**src/rtl/imem_ctrl_pkg.sv**
```systemverilog
// Shared types, constants and helpers for the instruction-memory access controller.
package imem_ctrl_pkg;

  typedef enum logic [1:0] {
    StLoad,
    StRun,
    StDrain
  } ctrl_state_e;

  localparam logic [31:0] NopInstr = 32'h00000013;

  // A fetch PC is unusable if it is not word aligned or points past the array.
  function automatic logic pc_bad(input logic [31:0] pc, input int unsigned addr_w);
    logic [31:0] hi;
    hi = pc >> (addr_w + 2);
    return (pc[1:0] != 2'b00) || (hi != 32'd0);
  endfunction

endpackage

```
**src/rtl/imem_rd_pipe.sv**
```systemverilog
// One-deep read return stage: tracks the outstanding fetch and muxes NOP when
// no valid read data is being presented.
module imem_rd_pipe
  import imem_ctrl_pkg::*;
#(
  parameter logic [31:0] NOP_INSTR = NopInstr
) (
  input  logic        clk,
  input  logic        rst_n,
  input  logic        issue,
  input  logic        flush,
  input  logic [31:0] rdata,
  output logic        rvalid,
  output logic [31:0] instr
);

  logic pending_q;

  always_ff @(posedge clk or negedge rst_n) begin
    if (!rst_n) begin
      pending_q <= 1'b0;
    end else begin
      pending_q <= issue;
    end
  end

  always_comb begin
    rvalid = pending_q && !flush;
    instr  = rvalid ? rdata : NOP_INSTR;
  end

endmodule

```
**src/rtl/imem_access_ctrl.sv**
```systemverilog
// Arbitrates the single instruction-memory port between the boot loader (writes)
// and the fetch stage (reads), with load / run / drain phases.
module imem_access_ctrl
  import imem_ctrl_pkg::*;
#(
  parameter int unsigned ADDR_W    = 6,
  parameter logic [31:0] NOP_INSTR = NopInstr
) (
  input  logic              clk,
  input  logic              rst_n,
  input  logic              ld_valid,
  output logic              ld_ready,
  input  logic [ADDR_W-1:0] ld_addr,
  input  logic [31:0]       ld_data,
  input  logic              ld_last,
  output logic              boot_done,
  output logic [ADDR_W:0]   ld_count,
  input  logic              fe_req,
  input  logic [31:0]       fe_pc,
  input  logic              fe_flush,
  output logic              fe_gnt,
  output logic              fe_rvalid,
  output logic [31:0]       fe_instr,
  output logic              fe_err,
  output logic              mem_en,
  output logic              mem_we,
  output logic [ADDR_W-1:0] mem_addr,
  output logic [31:0]       mem_wdata,
  input  logic [31:0]       mem_rdata
);

  localparam logic [ADDR_W:0] CntMax = {1'b1, {ADDR_W{1'b0}}};

  ctrl_state_e     state_q, state_d;
  logic [ADDR_W:0] ld_count_q, ld_count_d;
  logic            boot_done_q, boot_done_d;
  logic            fe_err_q, fe_err_d;
  logic            pc_is_bad;

  assign pc_is_bad = pc_bad(fe_pc, ADDR_W);

  // State register
  always_ff @(posedge clk or negedge rst_n) begin
    if (!rst_n) begin
      state_q     <= StLoad;
      ld_count_q  <= '0;
      boot_done_q <= 1'b0;
      fe_err_q    <= 1'b0;
    end else begin
      state_q     <= state_d;
      ld_count_q  <= ld_count_d;
      boot_done_q <= boot_done_d;
      fe_err_q    <= fe_err_d;
    end
  end

  // Next-state logic
  always_comb begin
    state_d     = state_q;
    ld_count_d  = ld_count_q;
    boot_done_d = boot_done_q;
    fe_err_d    = 1'b0;
    unique case (state_q)
      StLoad: begin
        if (ld_valid) begin
          if (ld_count_q != CntMax) ld_count_d = ld_count_q + 1'b1;
          if (ld_last) begin
            state_d     = StRun;
            boot_done_d = 1'b1;
          end
        end
      end
      StRun: begin
        fe_err_d = fe_req && pc_is_bad && !fe_flush;
        if (ld_valid) state_d = StDrain;
      end
      StDrain: begin
        state_d     = StLoad;
        ld_count_d  = '0;
        boot_done_d = 1'b0;
      end
      default: state_d = StLoad;
    endcase
  end

  // Output logic; loader wins the port over any simultaneous fetch in RUN.
  always_comb begin
    ld_ready  = 1'b0;
    fe_gnt    = 1'b0;
    mem_en    = 1'b0;
    mem_we    = 1'b0;
    mem_addr  = '0;
    mem_wdata = '0;
    unique case (state_q)
      StLoad: begin
        ld_ready = 1'b1;
        if (ld_valid) begin
          mem_en    = 1'b1;
          mem_we    = 1'b1;
          mem_addr  = ld_addr;
          mem_wdata = ld_data;
        end
      end
      StRun: begin
        fe_gnt = fe_req && !pc_is_bad && !fe_flush && !ld_valid;
        if (fe_gnt) begin
          mem_en   = 1'b1;
          mem_addr = fe_pc[ADDR_W+1:2];
        end
      end
      default: ;
    endcase
  end

  assign ld_count  = ld_count_q;
  assign boot_done = boot_done_q;
  assign fe_err    = fe_err_q;

  imem_rd_pipe #(
    .NOP_INSTR(NOP_INSTR)
  ) u_rd_pipe (
    .clk   (clk),
    .rst_n (rst_n),
    .issue (fe_gnt),
    .flush (fe_flush),
    .rdata (mem_rdata),
    .rvalid(fe_rvalid),
    .instr (fe_instr)
  );

endmodule
```
**config.mk**
```make
export PLATFORM = sky130hd
export DESIGN_NAME = imem_access_ctrl
export DESIGN_NICKNAME = d
export VERILOG_FILES = /design/src/rtl/imem_ctrl_pkg.sv /design/src/rtl/imem_rd_pipe.sv /design/src/rtl/imem_access_ctrl.sv
export SDC_FILE = /design/constraint.sdc
export NUM_CORES = 1
export LEC_CHECK = 0
export CORE_MARGIN = 2
export CORE_UTILIZATION = 23
export DETAILED_ROUTE_END_ITERATION = 10
export PLACE_DENSITY_LB_ADDON = 0.25
export SLEW_MARGIN = 20
export SYNTH_ARGS = -nofsm -noshare
export SYNTH_HDL_FRONTEND = slang
export SYNTH_SLANG_ARGS = --single-unit
```
**constraint.sdc**
```tcl
create_clock -name clk -period 1.75 [get_ports clk]
set_input_delay 0.2625 -clock clk [delete_from_list [all_inputs] [get_ports clk]]
set_output_delay 0.2625 -clock clk [all_outputs]
set_load 0.05 [all_outputs]
```
==> results.cfg, run 1 <==
[sta]
tightest_slew_ns = 0.536
max_slew_margin_pct = 64.1
setup_slack_ns = -0.307
setup_viol = 40
fmax_mhz = 486
period_share_pct = 118
finClkSkew_ns = 0.00266
rsz0062_at_grt = true
slew_viol_final = 0
finalHoldViolCount = 0
post-route-min-period_ns = 2.06
fin_setup_tns_ns = -6.04

[route]
first_pass_iters = 4
wirelength_um = 9680
drc_errors = 0
avgViaCountPerCell = 4.78
drt_iter0_markers = 112
wire_per_inst_um = 22.3
ant_nets = 0
vias = 2076

[die]
die-width_um = 77.2
dieArea_um2 = 5960
fp-row-count = 26
start_util_pct = 24.0
dieHeight_um = 77.2
design.core.area_um2 = 5140
io_pins = 192

[setup_path]
required_ns = 1.49
rrSetupSlack_ns = 0.21
critPathKind = in2out
cpMostUsedCell = nor4_4
worst_setup_path_start_kind = input pin
cp.arrival_ns = 1.79
crit_fanout = 7
cpLargestDelayFamily = buffers and inverters
crit_slowest_cell = clkdlybuf4s50_1
path_buf_inv = 3
setup.worst_path.start = fe_pc[21]
slowest_delay_ns = 0.45
path_cells = clkdlybuf4s50_1, nor4_4, nand3_1, nor4_4, buf_6, a22o_4, buf_12
end_kind = output port
r2r-start = ld_count[2]

[power]
peakVddDrop_uv = 1090
total_leakage_power_nw = 1.90
power_density_nw_per_um2 = 630

[global_route]
grt_overflow = 0
antenna_found_initial = 3
grt_max_degree = 20
grt.total_usage_pct = 29.4
grt_pass1_vias = 2191
grt_pass1_wl_um = 13300

[synthesis]
syn_nets = 263
syn_inst = 153
yosys.area.top_type = and2_1
synth_top_area_share_pct = 31.0
async_flop_share_pct = 100
synth.avg_cell_area_um2 = 8.06
synthDistinctLibCells = 32
synth_edf_count = 0
synthesis.area_um2 = 1230
synth_flop_cell = dfrtp_1
synth_seq_cells = 12
synth-seq-area-share_pct = 24.4
yosys_warnings = 0
synth_area_leaders = and2_1 31%, dfrtp_1 24%, nor4_4 5.2%

[placed_design]
place_congestion = 0.818
place_ws_ns = -0.591
io_buffers = 191
dp_hpwl_um = 6900

[run]
cap_violations = 0

[clocking]
cts.sinks = 12
clockBufferDepth = 2
numCtsBuffers = 3
clk_pin_slew_ns = 0.05
cts_tree = built
cts.htree.levels = 1
clockRootBuffer = clkbuf_8
clock_latency_ns = 0.24

[cells_and_area]
syn_to_final_growth_pct = 251
drive_above_1_share_pct = 49.9
final_core_util_pct = 84.1
final_nets = 474

[outcome]
violations = setup timing
outcome = finished with violations

[hold_path]
hold_class = in2async
[logic make-up (layout without fill, tap and decap cells)]
kind of cell / count (synthesis) / after routing / synth area share (%)
AND/OR/NAND/NOR: 107 / 107 / 56.3
AO/OA/AOI/OAI: 14 / 14 / 8.33
flip-flops: 12 / 12 / 24.4
buffers and inverters: 11 / 221 / 3.55
multiplexers: 4 / 4 / 3.25
XOR/XNOR: 3 / 3 / 2.13
adder cells (fa/ha/maj): 2 / 2 / 2.03
other: 0 / 1 / 0
[worst paths after layout]
kind / end / cells after the start
max: mem_addr[5] / 7
min: ld_count[4] / 1
max reg2reg: ld_count[1] / 4
min reg2reg: boot_done / 2
max in group asynchronous: state_q[0] / 1
min in group clk: u_rd_pipe.pending_q / 5
[layer usage]
metal  track usage (%)  up-vias  part of all wire (%)
li1                  -      928                     -
met1              28.6      976                    32
met2              54.3      124                    54
met3              11.8       46                   8.8
met4              12.7        2                   5.1
met5                 0        -                  0.13
[Yosys cell counts, types with 2 or more instances]
library cell / n
and2_1: 61
nor2_1: 14
dfrtp_1: 12
clkbuf_1: 7
nand2_1: 7
a22o_1: 6
mux2i_1: 4
nand2b_1: 3
nor2b_1: 3
nor4_4: 3
o21ai_0: 3
a21oi_1: 2
and2b_1: 2
and3_1: 2
buf_2: 2
ha_1: 2
inv_1: 2
nor4_1: 2
nor4_2: 2
xor2_1: 2
[where the power goes]
group	switching (mW)	total, mW	internal, mW
combinational	1.05	1.97	0.914
clock	0.103	0.301	0.199
sequential	0.0866	0.456	0.369
[cell usage in the layout (no fill, tap or decap), types with 2 or more instances in the layout]
master           netlist  layout
and2_4                 0      32
and3_1                 2       2
buf_2                  2      11
and2_1                61      29
nor4_4                 3       7
mux2i_1                4       4
inv_1                  2       2
clkdlybuf4s15_1        0       2
clkbuf_8               0       4
o21ai_0                3       3
ha_1                   2       2
xor2_1                 2       2
a22o_4                 0       6
buf_6                  0      14
a21oi_1                2       2
nand2b_1               3       3
buf_4                  0      25
nor2b_1                3       3
nor2_1                14      13
buf_12                 0      73
dlygate4sd2_1          0      10
dfrtp_1               12      11
clkdlybuf4s50_1        0      79
nand2_1                7       7
[stage by stage]
step / hold WS (ns) / cells / power (mW) / cell area (µm²)
after floorplan: -0.0331 / 153 / 1.35 / 1260
after global placement: 0.480 / 420 / 2.22 / 4030
after detailed placement: 0.526 / 420 / 2.27 / 4030
after CTS: 0.396 / 431 / 2.69 / 4260
after global routing: 0.425 / 434 / 2.84 / 4320
final: 0.374 / 434 / 2.72 / 4320
[area by class of cell]
type,count,area [µm²]
Multi-Input combinational cell,130,1100
Clock buffer,4,55.1
Inverter,2,7.51
Antenna cell,1,2.50
Timing Repair Buffer,215,2770
Sequential cell,12,302
Fill cell,261,820
Tap cell,70,87.6
[worst reg2reg max path, stage by stage (launching register included)]
cell and delay (ns):
dfrtp_1 0.42, or4_1 0.53, o21ai_2 0.20, mux2i_1 0.21
nor2_1 0.06
[sequential cells by signal (all words and copies together), names as in the netlist]
name and flops:
state_q 2, u_rd_pipe.pending_q 1, boot_done 1, ld_count 7
fe_err 1
[repair_timing]
item | in CTS | in global routing
cloned | 4 | 0
resized for setup | 129 | 19
pin swaps | 39 | 14
hold buffers | 0 | 0
endpoints found under the setup margin | 41 | 41
setup buffers | 3 | 4
Power figures use the tool's default switching activity.
==> run 2, diff against run 1 <==
Settings changed: TNS_END_PERCENT set to 20.
==> results.cfg, run 2 (synthesized netlist as in run 1, its figures left out) <==
[sta]
setup_viol = 41
holdWs_ns = 0.384
post-route-min-period_ns = 2.03
period_share_pct = 116
finClkSkew_ns = 0.00325
max_slew_margin_pct = 62.6
setup_slack_ns = -0.280
tightest_slew_ns = 0.560
finalHoldViolCount = 0
slew_viol_final = 0
fmax_mhz = 493
rsz0062_at_grt = true

[setup_path]
rr_endpoint = ld_count[1]
crit_slowest_cell = or4b_4
rrSetupSlack_ns = 0.21
crit_fanout = 2
path_cells = clkdlybuf4s15_1, nor4_4, nand2_1, or4b_4, nor2_4, buf_12
required_ns = 1.49
cp.arrival_ns = 1.77
cpLargestDelayFamily = simple AND/OR/NAND/NOR gates
worst_setup_path_start_kind = input pin
r2r_cells = 4
end_kind = output port
critPathKind = in2out
r2r-start = ld_count[2]
path_buf_inv = 2
slowest_delay_ns = 0.52

[power]
p_comb_share_pct = 72.1
pwr-share-clk_pct = 11.1
p_sw_share_pct = 45.4
seq_power_share_pct = 16.8
power.internal_mw = 1.48
power_density_nw_per_um2 = 624
power.switching_mw = 1.24
peakVddDrop_uv = 1160
total_power_mw = 2.72
total_leakage_power_nw = 1.92

[route]
avgViaCountPerCell = 4.65
drc_errors = 0
first_pass_iters = 4
wirelength_um = 9540
wire_per_inst_um = 22.0
drt_iter0_markers = 56
ant_nets = 0
vias = 2014

[clocking]
cts.htree.levels = 1
clock_latency_ns = 0.24
numCtsBuffers = 3
hold_buffers = 0
clockRootBuffer = clkbuf_8
clk_pin_slew_ns = 0.06
cts.sinks = 12
cts_tree = built
clockBufferDepth = 2

[die]
dieArea_um2 = 5960
design.core.area_um2 = 5140
fp-row-count = 26
io_pins = 192
die-width_um = 77.2
start_util_pct = 24.0
dieHeight_um = 77.2

[cells_and_area]
num_antenna_cells = 0
final_common_cell = clkdlybuf4s50_1
drive_above_1_share_pct = 49.6
num-fill-cells = 263
final_nets = 474
syn_to_final_growth_pct = 254
largest_register_ffs = 7
mostFrequentLayoutCells = 78 x clkdlybuf4s50_1, 73 x buf_12, 32 x and2_4, 29 x and2_1, 28 x buf_4
fin_cells = 433

[outcome]
violations = setup timing
outcome = finished with violations

[global_route]
antenna_found_initial = 0
grt_pass1_vias = 2000
grt_max_degree = 41
grt.total_usage_pct = 25.5
grt_overflow = 0
grt_pass1_wl_um = 11900

[run]
cap_violations = 0

[placed_design]
place_congestion = 0.818
place_inst = 420
dp_hpwl_um = 6580
io_buffers = 191

[hold_path]
hold_class = in2async
-- run 2: worst max path at each step --
stage | endpoint | from | slack, ns | cells past startpoint
floorplan | mem_addr[0] | state_q[1] | -0.11 | 4
global placement | fe_gnt | fe_pc[13] | -0.59 | 6
detailed placement | fe_gnt | fe_pc[18] | -0.65 | 6
CTS | mem_addr[4] | state_q[1] | -0.27 | 6
global route | fe_gnt | fe_pc[25] | -0.34 | 6
finish | fe_gnt | fe_pc[25] | -0.28 | 6
-- run 2: area by class of cell --
class	instances	area [µm²]	area share [%]
clock buffer	4	55.1	1.26
sequential	12	300	6.89
inverter	2	7.51	0.172
multi-input combinational	130	1110	25.4
tap	70	87.6	2.01
timing repair buffer	215	2800	64.3
-- run 2: worst register-to-register path, cell delays in order (launching register included) --
cell and delay [ns]:
dfrtp_1 0.42, or4_1 0.54, o21ai_2 0.19, mux2i_1 0.20, nor2_1 0.05
-- run 2: metal layers --
metal  part of all wire, %  vias up  track usage [%]  wire length (µm)
li1                      -      927                -                 -
met1                    34      942             27.2              3290
met2                    53      111             48.1              5050
met3                   7.9       34             7.76               758
met4                   4.6        0             6.43               440
met5                     0        -                0                 0
-- run 2: repair_timing --
action                                  4_1_cts  5_1_grt
hold endpoints to repair                      0        0
buffers inserted                              4        2
endpoints found under the setup margin       42       41
resized for setup                           106       27
pin swaps                                    40       19
gates cloned                                  0        4
-- run 2: metrics by stage --
stage	TNS, ns	util (%)	setup slack [ns]	area (µm²)
after floorplan	-1.83	-	-0.112	1240
after global placement	-7.82	78.2	-0.585	4020
after detailed placement	-8.77	78.2	-0.652	4020
after CTS	-6.29	81.5	-0.266	4190
after global routing	-9.67	84.8	-0.335	4360
final	-7.83	84.8	-0.280	4360
-- run 2: power by group through the flow --
stage	sequential (mW)	clock, mW	combinational (mW)
final	0.456	0.303	1.96
after global routing	0.476	0.318	2.04
after CTS	0.457	0.307	1.86
after detailed placement	0.455	0	1.80
after global placement	0.456	0	1.76
after floorplan	0.760	0	0.584
==> run 3, diff against run 2 <==
Settings changed: PLACE_DENSITY set to 0.91, PLACE_DENSITY_LB_ADDON 0.25 to unset.
==> results.cfg, run 3 (synthesized netlist as in run 1, its figures left out) <==
[outcome]
outcome = finished with violations
violations = setup timing

[setup_path]
slowest_delay_ns = 0.39
r2r-start = ld_count[3]
rr_endpoint = ld_count[1]
crit_fanout = 7
r2r_cells = 4
cpLargestDelayFamily = buffers and inverters
required_ns = 1.49
cpMostUsedCell = buf_6
crit_slowest_cell = dfrtp_2
path_cells = buf_6, nand4bb_4, buf_6, nor4_4, buf_6, a22o_1, buf_12
critPathKind = reg2out
rrSetupSlack_ns = 0.11
worst_setup_path_start_kind = register
cp.arrival_ns = 1.82
path_buf_inv = 4
end_kind = output port

[sta]
rsz0062_at_grt = true
finalHoldViolCount = 0
finClkSkew_ns = 0.00121
fin_setup_tns_ns = -7.35
max_slew_margin_pct = 61.1
post-route-min-period_ns = 2.08
setup_slack_ns = -0.329
period_share_pct = 119
fmax_mhz = 481
slew_viol_final = 0
tightest_slew_ns = 0.582
setup_viol = 42

[hold_path]
hold_class = in2async

[cells_and_area]
drive_above_1_share_pct = 49.7
num_antenna_cells = 0
largest_register_ffs = 7
mostFrequentLayoutCells = 78 x clkdlybuf4s50_1, 75 x buf_12, 32 x and2_4, 29 x and2_1, 27 x buf_4
fin_area_um2 = 4430
syn_to_final_growth_pct = 259
final_common_cell = clkdlybuf4s50_1
final_nets = 477
final_core_util_pct = 86.1

[route]
met2WireLength_um = 5460
vias = 2102
top_layer = met4
wirelength_um = 9880
ant_nets = 0
first_pass_iters = 4
wire_per_inst_um = 22.7
wl_met1_um = 3360
wl_met3_um = 690
drc_errors = 0
avgViaCountPerCell = 4.82
drt_iter0_markers = 88

[power]
total_power_mw = 2.77
power_density_nw_per_um2 = 625
peakVddDrop_uv = 941
total_leakage_power_nw = 1.93

[clocking]
clockRootBuffer = clkbuf_8
numCtsBuffers = 3
clock_latency_ns = 0.24
cts.sinks = 12
cts.htree.levels = 1
clockBufferDepth = 2
cts_tree = built
clk_pin_slew_ns = 0.06
hold_buffers = 0

[placed_design]
place_ws_ns = -0.664
io_buffers = 191
place_area_um2 = 4020
dp_hpwl_um = 6760
place_congestion = 0.792

[global_route]
grt_overflow = 0
grt_pass1_vias = 2250
grt.total_usage_pct = 30.7
grt_pass1_wl_um = 13900
antenna_found_initial = 0
grt_max_degree = 34

[die]
fp-row-count = 26
dieArea_um2 = 5960
die-width_um = 77.2
dieHeight_um = 77.2
io_pins = 192
start_util_pct = 24.0
design.core.area_um2 = 5140

[run]
cap_violations = 0
[run 3: cell types whose count changed in the layout (fill, tap and decap cells not counted), sizes merged]
cell	delta
dlymetal6s2s	-1
clkbuf	-4
dlygate4sd2	+2
buf	+6
[run 3: metal layers]
metal | vias up | global-route usage (%)
li1 | 938 | -
met1 | 1024 | 32.1
met2 | 110 | 59.0
met3 | 30 | 7.53
met4 | 0 | 10.4
met5 | - | 0
[run 3: where the power goes]
group	leakage, nW	switching [mW]	internal, mW
registers	0.147	0.101	0.369
clock network	0.0288	0.105	0.199
logic	1.76	1.06	0.938
total	1.93	1.26	1.51
[run 3: final cells by class]
cell class	count	area (µm²)
tap	70	87.6
multi-input combinational	130	1100
clock buffer	4	55.1
sequential	12	302
fill	229	712
inverter	2	7.51
timing repair buffer	218	2880
[run 3: how the worst max path moves through the flow]
stage                     startpoint     endpoint  slack [ns]  depth (start not counted)
final                     state_q[0]  mem_addr[4]       -0.33                          7
after global routing      state_q[0]  mem_addr[4]       -0.39                          7
after CTS                  fe_pc[14]  mem_addr[2]       -0.28                          8
after detailed placement   fe_pc[12]  mem_addr[1]       -0.66                          8
after global placement     fe_pc[13]       fe_gnt       -0.59                          6
after floorplan           state_q[1]  mem_addr[0]       -0.11                          4
[run 3: per-stage QoR]
| step | cells | hold slack (ns) |
|---|---|---|
| after floorplan | 153 | -0.0331 |
| after global placement | 418 | 0.495 |
| after detailed placement | 418 | 0.511 |
| after CTS | 433 | 0.401 |
| after global routing | 436 | 0.438 |
| final | 436 | 0.396 |
[run 3: timing repair]
| action | 4_1_cts | 5_1_grt |
|---|---|---|
| resized for setup | 129 | 7 |
| setup endpoints to repair | 45 | 43 |
| pin swaps | 49 | 13 |
| cloned | 3 | 0 |
| setup buffers | 9 | 3 |
==> RTL change, RTL diff (settings of run 3) <==
Change the parameter `ADDR_W` from 6 to 8.
--- a/src/rtl/imem_access_ctrl.sv
+++ b/src/rtl/imem_access_ctrl.sv
@@ -5,3 +5,3 @@
 #(
-  parameter int unsigned ADDR_W    = 6,
+  parameter int unsigned ADDR_W    = 8,
   parameter logic [31:0] NOP_INSTR = NopInstr
Ports: changed (resized ld_addr, ld_count and mem_addr); port bits go from 192 to 198. The function was not compared with the original's and may differ.
==> RTL change against run 3 <==
- the flow still finishes with violations (negative setup slack)
- power fell by 9.7%
- synthesized area increased by 17%
- sequential cell count rose by 2
- wire length down 14%
- worst setup slack gained 0.22 ns
- cell area increased by 3.1%
- register-to-register slack gained 0.08 ns
- sequential share of layout area grew 0.92 points
- critical endpoint is now mem_addr[1]
==> RTL change: results (changes against run 3) <==
Leak=1.926 nW (-0.34%); Synth Net Count=305 (+16%); slew margin rel.=57.85% (-3.3 points); Worst Hold Class=primary input to async pin; number of global-route vias before repair=2,515 (+12%); share of cells above drive strength 1=46.63% (-3.1 points); pin count of the biggest net entering global routing=43 (+26%); final worst setup slack=-0.1070 ns (+0.2220 ns); violated checks=negative setup slack; Synthesis Warnings=0 (unchanged); largest fanout on the critical path=6 (-1); met2 WL post-DR=4817 µm (-12%); port buffer count=197 (+3.1%); Fin Hold WS=0.3950 ns (-0.0005760 ns); GPL Wtd Cong=0.8107 (+2.3%); NumNets Final=514 (+7.8%); hold_buf cts=0 (unchanged); Switching Fraction=44.55% (-1.0 points); status=finished, violations left; drt wl/cell=17.96 µm (-21%); R2R setup slack=0.19 ns (+0.08 ns); Syn Area/Cell=7.494 µm² (-7.0%); max reg flops=9 (+2); dpl ws=-0.4305 ns (+0.2334 ns); Worst Skew=0.008964 ns (+0.007758 ns); CP peak stage delay=0.45 ns (+0.06 ns); Vias per Instance=4.866 (+0.92%); final setup vio count=42 (unchanged); Netlist cell types=34 (+6.3%); Arr. time, crit path=1.59 ns (-0.23 ns); Peak VDD IR=566.2 µV (-40%); First DRT Iteration DRCs=82 (-6.8%); Pre-Repair DR Iteration Count=4 (unchanged); placed inst area=4362 µm² (+8.6%); first-pass GRT wire length=13,090 µm (-5.5%); Placed Cells=468 (+12%); Post-synth ARST share=100.0% (unchanged); top_reg_cell synth=dfrtp_1; sequential fraction of the synthesis area=24.22% (-0.14 points); Post-Route M1 WL=2606 µm (-22%); Overall Global Routing Usage=24.01% (-6.7 points); met3 routed WL=700 µm (+1.4%); clock insertion delay at the later pin of the skew report=around 0.25 ns; Fillers=366 (+60%); initial antenna violation count=0 (unchanged); setup bufs post-CTS=0 (-9); WL final=8547 µm (-14%); clk buf depth=2 (unchanged); Post-synth top cells=and2_1 (62), nand2_1 (18), dfrtp_1 (14); DP Wirelength=6945 µm (+2.8%); ant diodes=0 (unchanged); synth top area cells=and2_1 (27%), dfrtp_1 (24%), nand2_1 (4.7%)
[RTL change: cell count changes in the layout (fill, tap and decap cells not counted), moves of 6 or more]
cell	delta
clkbuf_2	+11
buf_2	-6
nor2_1	-9
nand4_1	+9
buf_6	-6
a21oi_1	+7
nand2_1	+10
nor3b_2	+7
o21ai_2	+7
[RTL change: routing by layer]
layer	GRT usage [%]	up-vias
li1	-	1091
met1	22.03	1027
met2	48.17	171
met3	5.070	27
met4	12.97	0
met5	0	-
[RTL change: stage by stage]
step	setup TNS, ns	utilization (%)
CTS	-1.274	76.38
global route	-3.720	76.19
global placement	-4.969	72.81
floorplan	-0.5886	-
detailed placement	-7.294	72.81
finish	-1.334	76.19
[RTL change: area by class of cell]
type | count | area (µm²) | area share (%)
clock buffers | 4 | 55.05 | 1.206
flip-flops and latches | 14 | 352.8 | 7.730
multi-input cells | 164 | 1266 | 27.74
inverters | 3 | 11.26 | 0.2467
repair buffers | 216 | 2785 | 61.02
well taps | 75 | 93.84 | 2.056
[RTL change: worst paths after layout]
kind / depth (start not counted) / end / start
hold / removal: 1 / ld_count[7]$_DFFE_PN0P_ / rst_n
min in group clk: 2 / boot_done$_DFFE_PN0P_ / boot_done$_DFFE_PN0P_
max in group asynchronous: 1 / state_q[1]$_DFFE_PN0P_ / rst_n
setup reg to reg: 6 / ld_count[0]$_DFFE_PN0P_ / ld_count[0]$_DFFE_PN0P_
hold reg to reg: 2 / boot_done$_DFFE_PN0P_ / boot_done$_DFFE_PN0P_
setup / recovery: 4 / mem_addr[1] / state_q[1]$_DFFE_PN0P_
[RTL change: logic make-up (layout without fill, tap and decap cells)]
group / Yosys count / after routing / synth area share (%)
buffers and inverters: 16 / 223 / 4.930
and+or+nand+nor: 132 / 133 / 56.83
muxes: 2 / 2 / 1.384
adders and majority gates: 2 / 2 / 1.730
DFF: 14 / 14 / 24.22
AOI/OAI and AO/OA: 27 / 27 / 10.90
[RTL change: power groups by stage]
stage | combinational, mW | sequential [mW] | clock, mW
3_5_place_dp | 1.63 | 0.476 | 0
2_1_floorplan | 0.598 | 0.643 | 0
6_report | 1.69 | 0.477 | 0.327
3_3_place_gp | 1.60 | 0.470 | 0
5_1_grt | 1.77 | 0.485 | 0.353
4_1_cts | 1.70 | 0.475 | 0.327
[RTL change: critical path, delay by kind of cell (launching register included)]
kind / cells / cell delay, ns
compound gates: 1 / 0.23
buf+inv: 1 / 0.17
flops: 1 / 0.45
simple gates: 2 / 0.50
[RTL change: what timing repair did]
action                                  4_1_cts  5_1_grt
pin swaps                                    18       29
resized for setup                            79       32
hold endpoints to repair                      0        0
endpoints found under the setup margin       43       43
gates cloned                                  4        0
